==> config.mk <==
export PLATFORM = sky130hd
export DESIGN_NAME = benes_route_sched_flat
export DESIGN_NICKNAME = d
export VERILOG_FILES = /design/src/rtl/benes_route_sched_pkg.sv /design/src/rtl/benes_route_sched_if.sv /design/src/rtl/benes_route_sched_dir_seq.sv /design/src/rtl/benes_route_sched.sv /design/src/flat_wrapper.sv
export SDC_FILE = /design/constraint.sdc
export NUM_CORES = 2
export LEC_CHECK = 0
export CAP_MARGIN = 5
export CELL_PAD_IN_SITES_DETAIL_PLACEMENT = 1
export CELL_PAD_IN_SITES_GLOBAL_PLACEMENT = 2
export CORE_MARGIN = 1.5
export CORE_UTILIZATION = 46
export CTS_BUF_LIST = sky130_fd_sc_hd__clkbuf_2 sky130_fd_sc_hd__clkbuf_4 sky130_fd_sc_hd__clkbuf_8
export DETAILED_ROUTE_END_ITERATION = 12
export GPL_ROUTABILITY_DRIVEN = 0
export PLACE_DENSITY_LB_ADDON = 0.1
export REMOVE_ABC_BUFFERS = 1
export SETUP_SLACK_MARGIN = 0.1
export SYNTH_ARGS = -nofsm -noshare
export SYNTH_HDL_FRONTEND = slang
export SYNTH_SLANG_ARGS = --single-unit
==> constraint.sdc <==
create_clock -name clk -period 18.5 [get_ports clk]
set_input_delay 4.625 -clock clk [delete_from_list [all_inputs] [get_ports clk]]
set_output_delay 4.625 -clock clk [all_outputs]
set_load 0.03 [all_outputs]
==> src/rtl/benes_route_sched_pkg.sv <==
// rtl/benes_route_sched_pkg.sv - shared constants, types and select unpacking for the Benes route sequencer
package benes_route_sched_pkg;
  localparam int STAGE_NUM  = 5;
  localparam int SWITCH_NUM = 16;
  localparam int CFG_DEPTH  = 16;
  localparam int CFG_AW     = 4;
  localparam int LEN_W      = 8;
  localparam int NET_LAT    = 7;
  localparam int SEL_W      = STAGE_NUM * SWITCH_NUM;

  typedef logic [SWITCH_NUM-1:0][0:STAGE_NUM-1] stage_sel_t;

  typedef enum logic [2:0] {IDLE, FETCH, LOAD, STREAM, DRAIN} route_state_e;

  // Table words are stage-major; the select outputs are switch-major.
  function automatic stage_sel_t to_stage_sel(input logic [SEL_W-1:0] flat);
    stage_sel_t s;
    for (int st = 0; st < STAGE_NUM; st++) begin
      for (int sw = 0; sw < SWITCH_NUM; sw++) begin
        s[sw][st] = flat[st*SWITCH_NUM + sw];
      end
    end
    return s;
  endfunction
endpackage

==> src/rtl/benes_route_sched_if.sv <==
// rtl/benes_route_sched_if.sv - per-direction transfer request handshake
interface benes_route_sched_if;
  import benes_route_sched_pkg::*;

  logic              valid;
  logic              ready;
  logic [CFG_AW-1:0] cfg;
  logic [LEN_W-1:0]  len;

  modport master (output valid, output cfg, output len, input ready);
  modport slave  (input valid, input cfg, input len, output ready);
endinterface

==> src/rtl/benes_route_sched_dir_seq.sv <==
// rtl/benes_route_sched_dir_seq.sv - one direction's request FSM, beat/drain counters and dst_valid delay line
module benes_route_sched_dir_seq
  import benes_route_sched_pkg::*;
(
  input  logic              clk,
  input  logic              rst,
  benes_route_sched_if.slave req,
  output logic              rd_req,
  output logic [CFG_AW-1:0] rd_addr,
  input  logic              rd_gnt,
  input  logic [SEL_W-1:0]  rd_data,
  output stage_sel_t        sel,
  output logic              src_en,
  output logic              dst_valid,
  output logic              done,
  output logic              busy
);
  localparam int DRAIN_W = $clog2(NET_LAT);

  route_state_e       state;
  logic               ready_q;
  logic [CFG_AW-1:0]  cfg_q;
  logic [LEN_W-1:0]   beat_cnt;
  logic [DRAIN_W-1:0] drain_cnt;
  logic [NET_LAT-1:0] dly;

  assign req.ready = ready_q;
  assign rd_req    = (state == FETCH);
  assign rd_addr   = cfg_q;
  assign dst_valid = dly[NET_LAT-1];
  assign busy      = (state != IDLE);

  always_ff @(posedge clk) begin
    if (rst) begin
      state     <= IDLE;
      ready_q   <= 1'b0;
      cfg_q     <= '0;
      beat_cnt  <= '0;
      drain_cnt <= '0;
      sel       <= '0;
      src_en    <= 1'b0;
      done      <= 1'b0;
      dly       <= '0;
    end else begin
      done <= 1'b0;
      dly  <= {dly[NET_LAT-2:0], src_en};
      case (state)
        IDLE: begin
          if (req.valid && ready_q) begin
            cfg_q   <= req.cfg;
            ready_q <= 1'b0;
            // Zero-length requests complete without touching the table or selects.
            if (req.len == '0) begin
              done <= 1'b1;
            end else begin
              beat_cnt <= req.len;
              state    <= FETCH;
            end
          end else begin
            ready_q <= 1'b1;
          end
        end
        FETCH: begin
          if (rd_gnt) state <= LOAD;
        end
        LOAD: begin
          sel    <= to_stage_sel(rd_data);
          src_en <= 1'b1;
          state  <= STREAM;
        end
        STREAM: begin
          if (beat_cnt == LEN_W'(1)) begin
            src_en    <= 1'b0;
            drain_cnt <= DRAIN_W'(NET_LAT - 1);
            state     <= DRAIN;
          end else begin
            beat_cnt <= beat_cnt - LEN_W'(1);
          end
        end
        DRAIN: begin
          // done lines up with the final dst_valid beat leaving the delay line.
          if (drain_cnt == '0) begin
            state   <= IDLE;
            ready_q <= 1'b1;
          end else begin
            drain_cnt <= drain_cnt - DRAIN_W'(1);
            if (drain_cnt == DRAIN_W'(1)) done <= 1'b1;
          end
        end
        default: state <= IDLE;
      endcase
    end
  end
endmodule

==> src/rtl/benes_route_sched.sv <==
// rtl/benes_route_sched.sv - Benes R2M/M2R route sequencer: shared config table, read-port arbiter, two direction FSMs
module benes_route_sched
  import benes_route_sched_pkg::*;
(
  input  logic              clk,
  input  logic              rst,
  input  logic              cfg_wr_en,
  input  logic [CFG_AW-1:0] cfg_wr_addr,
  input  logic [SEL_W-1:0]  cfg_wr_data,
  benes_route_sched_if.slave r2m_req,
  benes_route_sched_if.slave m2r_req,
  output stage_sel_t        o_module_select,
  output stage_sel_t        o_slot_select,
  output logic              r2m_src_en,
  output logic              m2r_src_en,
  output logic              r2m_dst_valid,
  output logic              m2r_dst_valid,
  output logic              r2m_done,
  output logic              m2r_done,
  output logic              o_busy
);
  logic [SEL_W-1:0]  cfg_mem [CFG_DEPTH];
  logic [SEL_W-1:0]  rd_data;
  logic              r2m_rd_req, m2r_rd_req;
  logic              r2m_gnt, m2r_gnt;
  logic [CFG_AW-1:0] r2m_rd_addr, m2r_rd_addr;
  logic              r2m_busy, m2r_busy;
  logic              prio_r2m;

  // The pointer only moves on contention, so the last contention winner yields next time.
  assign r2m_gnt = r2m_rd_req && (!m2r_rd_req || prio_r2m);
  assign m2r_gnt = m2r_rd_req && !r2m_gnt;
  assign o_busy  = r2m_busy | m2r_busy;

  always_ff @(posedge clk) begin
    if (rst) begin
      prio_r2m <= 1'b1;
    end else if (r2m_rd_req && m2r_rd_req) begin
      prio_r2m <= !prio_r2m;
    end
  end

  always_ff @(posedge clk) begin
    if (cfg_wr_en) cfg_mem[cfg_wr_addr] <= cfg_wr_data;
    if (r2m_gnt || m2r_gnt) rd_data <= cfg_mem[r2m_gnt ? r2m_rd_addr : m2r_rd_addr];
  end

  benes_route_sched_dir_seq u_r2m (
    .clk       (clk),
    .rst       (rst),
    .req       (r2m_req),
    .rd_req    (r2m_rd_req),
    .rd_addr   (r2m_rd_addr),
    .rd_gnt    (r2m_gnt),
    .rd_data   (rd_data),
    .sel       (o_module_select),
    .src_en    (r2m_src_en),
    .dst_valid (r2m_dst_valid),
    .done      (r2m_done),
    .busy      (r2m_busy)
  );

  benes_route_sched_dir_seq u_m2r (
    .clk       (clk),
    .rst       (rst),
    .req       (m2r_req),
    .rd_req    (m2r_rd_req),
    .rd_addr   (m2r_rd_addr),
    .rd_gnt    (m2r_gnt),
    .rd_data   (rd_data),
    .sel       (o_slot_select),
    .src_en    (m2r_src_en),
    .dst_valid (m2r_dst_valid),
    .done      (m2r_done),
    .busy      (m2r_busy)
  );
endmodule

==> src/flat_wrapper.sv <==
// flat-port wrapper written by rule: the top's interface ports become plain ports
module benes_route_sched_flat import benes_route_sched_pkg::*;
  (clk, rst, cfg_wr_en, cfg_wr_addr, cfg_wr_data, o_module_select, o_slot_select, r2m_src_en, m2r_src_en, r2m_dst_valid, m2r_dst_valid, r2m_done, m2r_done, o_busy, r2m_req_valid, r2m_req_cfg, r2m_req_len, r2m_req_ready, m2r_req_valid, m2r_req_cfg, m2r_req_len, m2r_req_ready);
  benes_route_sched_if r2m_req_i ();
  benes_route_sched_if m2r_req_i ();
  input  logic clk;
  input  logic rst;
  input  logic cfg_wr_en;
  input  logic [CFG_AW-1:0] cfg_wr_addr;
  input  logic [SEL_W-1:0] cfg_wr_data;
  output stage_sel_t o_module_select;
  output stage_sel_t o_slot_select;
  output logic r2m_src_en;
  output logic m2r_src_en;
  output logic r2m_dst_valid;
  output logic m2r_dst_valid;
  output logic r2m_done;
  output logic m2r_done;
  output logic o_busy;
  input wire logic [$bits(r2m_req_i.valid)-1:0] r2m_req_valid;
  input wire logic [$bits(r2m_req_i.cfg)-1:0] r2m_req_cfg;
  input wire logic [$bits(r2m_req_i.len)-1:0] r2m_req_len;
  output wire logic [$bits(r2m_req_i.ready)-1:0] r2m_req_ready;
  input wire logic [$bits(m2r_req_i.valid)-1:0] m2r_req_valid;
  input wire logic [$bits(m2r_req_i.cfg)-1:0] m2r_req_cfg;
  input wire logic [$bits(m2r_req_i.len)-1:0] m2r_req_len;
  output wire logic [$bits(m2r_req_i.ready)-1:0] m2r_req_ready;
  assign r2m_req_i.valid = r2m_req_valid;
  assign r2m_req_i.cfg = r2m_req_cfg;
  assign r2m_req_i.len = r2m_req_len;
  assign r2m_req_ready = r2m_req_i.ready;
  assign m2r_req_i.valid = m2r_req_valid;
  assign m2r_req_i.cfg = m2r_req_cfg;
  assign m2r_req_i.len = m2r_req_len;
  assign m2r_req_ready = m2r_req_i.ready;
  benes_route_sched u_core (.clk(clk), .rst(rst), .cfg_wr_en(cfg_wr_en), .cfg_wr_addr(cfg_wr_addr), .cfg_wr_data(cfg_wr_data), .r2m_req(r2m_req_i), .m2r_req(m2r_req_i), .o_module_select(o_module_select), .o_slot_select(o_slot_select), .r2m_src_en(r2m_src_en), .m2r_src_en(m2r_src_en), .r2m_dst_valid(r2m_dst_valid), .m2r_dst_valid(m2r_dst_valid), .r2m_done(r2m_done), .m2r_done(m2r_done), .o_busy(o_busy));
endmodule
==> impl_summary.txt <==
----------------------------------------------------
[Status]
  Status ... finished, final reports clean

[CTS]
  Clock network latency to the later pin of the worst-skew pair ... 1080 ps
  CTS Sinks ... 1,577
  Maximum level of the CTS H-tree ... 5
  CTS tree ... yes
  Buffer count from post-CTS setup fixing ... 0
  Clock transition at the registers of the reported paths ... roughly 50 ps
  Clock tree buffer depth ... 4
  TritonCTS Buffers ... 296
  Total of cells resized after clock tree synthesis ... 0
  Cts hold-fix bufs ... 0
  Clock root cell ... sky130_fd_sc_hd__clkbuf_8

[Synthesis]
  Yosys warning count ... 0
  Post-synthesis cell area ... 75,400 um2
  Most area-consuming cells after synthesis ... sky130_fd_sc_hd__edfxtp_1 (54%), sky130_fd_sc_hd__nand2b_1 (8.0%), sky130_fd_sc_hd__nand2_1 (6.9%)
  Biggest area consumer among synthesized cells ... sky130_fd_sc_hd__edfxtp_1
  Most common cell in the netlist ... sky130_fd_sc_hd__nand2_1
  Sequential cell area fraction in the yosys report ... 59.9%
  Instance count of the mapped netlist ... 7,137
  Fraction of synthesis flops using an asynchronous set or reset pin ... 0%
  Synth top cells by count ... sky130_fd_sc_hd__nand2_1 (1,393), sky130_fd_sc_hd__edfxtp_1 (1,360), sky130_fd_sc_hd__nand2b_1 (965)
  Mean area per synthesized cell ... about 11 um2
  Number of synthesized flops with an enable pin ... 1,360
  Cell variety after synth ... 61
  Flip-flop cell with the highest count after synthesis ... sky130_fd_sc_hd__edfxtp_1
  Share of the synthesized area in the top cell type ... between 50% and 60%
  Seq cells post-synth ... 1,577

[Drt]
  WL final ... 260,000 um
  Routed via count divided by cell count ... 6.38
  Via count ... 60,830
  Iteration-0 DRC count of the detailed router ... between 5,000 and 6,000
  WL per Instance ... 27.2 um
  Count of nets left with antenna violations after detail routing ... 0
  DRT Pass-1 Iters ... 5
  Drt drc ... 0

[Place]
  Pre-CTS setup slack ... 10,210 ps
  Buffers on Ports ... 281
  Half-perimeter wire length after detailed placement ... roughly 140,000 um
  Instance area after placement ... 79,500 um2

[Floorplanning]
  Die Outline Area ... about 170,000 um2
  Placement row count ... 148
  Die height ... ~410 um
  Width of the chip ... just over 400 um
  Placeable core region ... 163,000 um2
  Effective utilization at floorplan ... 46.3%
  I/O pin count ... 282

[Global route]
  Largest net degree at the start of global routing ... 221
  Number of global-route vias before repair ... 63,571
  Wire length of the first global-routing pass ... 392,000 um
  Antenna violations before repair ... 15
  All-layer global routing usage ... 30.5%
  Global route overflow ... 0

[Setup path]
  Critical Path Start Type ... register
  Arrival time of the worst setup path ... a little under 3000 ps
  FF-to-FF setup slack ... 12,220 ps
  Category of the critical setup timing path ... register to output port
  Maximum net fanout on the critical path ... 12
  Crit path capture type ... output port
  Critical Path RT ... approximately 14,000 ps

[STA]
  Maximum clock frequency ... 132 MHz
  Final period util ... 40.9%
  Final setup violation count ... 0
  Endpoints failing hold ... 0
  Final worst path period need ... 7560 ps
  Total Negative Setup Slacks ... 0 ps
  Slew at the pin closest to its max-slew limit ... 1250 ps
  Setup clock skew after layout ... 57.3 ps
  Worst hold margin ... 436 ps
  Headroom to the max-slew limit ... between 10% and 20%
  Number of max-slew violations in the final report ... 0
  Unrepaired setup endpoints after global routing ... false
  Minimum setup slack in the final design ... between 10,000 and 15,000 ps

[Power and ir drop]
  Pwr Density ... 122 nW/um2
  Max IR drop VDD ... 0.143 mV
  Cell leakage power ... roughly 28 nW
  Power after layout ... 0.0104 W

[Layout]
  Final std cell area, no fill ... 85,200 um2
  Share of layout cells above drive strength 1 ... 8.67%
  Final Net Count ... 7,270
  Synthesis-to-layout area growth ... 13.0%

[Min path]
  HP Class ... register to register

[Flow run]
  Max-cap violations ... 0

----------------------------------------------------
[layout by cell type, fill, tap and decap left out, drive strengths merged, types with 184 or more instances in the layout]
| cell | synthesis | final |
|---|---|---|
| nand2 | 1393 | 1393 |
| o21ai | 184 | 184 |
| dfxtp | 217 | 217 |
| o22ai | 480 | 480 |
| a211oi | 488 | 488 |
| a21oi | 361 | 361 |
| a22oi | 480 | 480 |
| edfxtp | 1360 | 1360 |
| nand2b | 965 | 965 |
| clkdlybuf4s50 | 0 | 280 |
| clkbuf | 608 | 446 |
[worst max-delay path, stage by stage (launching register included)]
cell and delay (ps):
sky130_fd_sc_hd__dfxtp_1 440, sky130_fd_sc_hd__or3_1 520, sky130_fd_sc_hd__or2_2 350, sky130_fd_sc_hd__clkdlybuf4s50_1 590
[metrics by stage]
stage / utilization (%) / cells
after floorplan: - / 6449
after CTS: 52.3 / 9531
after global routing: 52.3 / 9534
after detailed placement: 48.9 / 9024
final: 52.3 / 9538
after global placement: 48.9 / 9024
[kinds of logic (layout without fill, tap and decap cells)]
kind of cell | after synthesis | after routing | share of synthesized area, %
mux | 4 | 4 | 0.0531
other cells | 0 | 7 | 0
buf+inv | 702 | 921 | 3.66
fa+ha+maj | 10 | 10 | 0.166
simple gates | 2814 | 2814 | 18.5
flops | 1577 | 1577 | 59.9
compound gates | 2029 | 2029 | 17.7
xor+xnor | 1 | 1 | 0.0116
[final timing paths]
path / startpoint / cells past startpoint / end
setup reg to reg: u_core.u_r2m.state[0] / 10 / u_core.rd_data[42]
hold reg to reg: u_core.u_m2r.dly[0] / 1 / u_core.u_m2r.dly[1]
hold / removal: u_core.u_m2r.dly[0] / 1 / u_core.u_m2r.dly[1]
setup / recovery: u_core.u_m2r.state[1] / 3 / o_busy
[sequential cells by signal, summed over array words and instances, names as in the netlist]
register                count
u_core.cfg_mem           1280
u_core.prio_r2m             1
u_core.rd_data             80
u_core.u_m2r.beat_cnt       8
u_core.u_m2r.dly            7
u_core.u_m2r.done           1
u_core.u_m2r.drain_cnt      3
u_core.u_m2r.rd_addr        4
u_core.u_m2r.req.ready      1
u_core.u_m2r.sel           80
u_core.u_m2r.src_en         1
u_core.u_m2r.state          3
u_core.u_r2m.beat_cnt       8
u_core.u_r2m.dly            7
u_core.u_r2m.done           1
u_core.u_r2m.drain_cnt      3
u_core.u_r2m.rd_addr        4
u_core.u_r2m.req.ready      1
u_core.u_r2m.sel           80
u_core.u_r2m.src_en         1
u_core.u_r2m.state          3
[power by group]
group | switching [W] | total [W] | internal [W]
clock network | 0.00149 | 0.00334 | 0.00185
registers | 0.000146 | 0.00431 | 0.00416
logic | 0.00186 | 0.00274 | 0.000873
[per-layer routing]
layer	wire length, um	part of all wire [%]	global-route usage [%]
met5	36	0.014	0
met4	7680	3.0	11.0
met2	125000	48	50.3
met1	110000	43	40.5
met3	17000	6.5	4.89
[area by class of cell]
class	count	area, um2
clock buffer	445	5370
tap	2175	2720
multi-input combinational	4858	27800
fill	17266	77600
inverter	14	52.6
sequential	1577	45200
antenna	7	17.5
timing repair buffer	400	3780
clock inverter	62	298
Power figures use the tool's default switching activity.
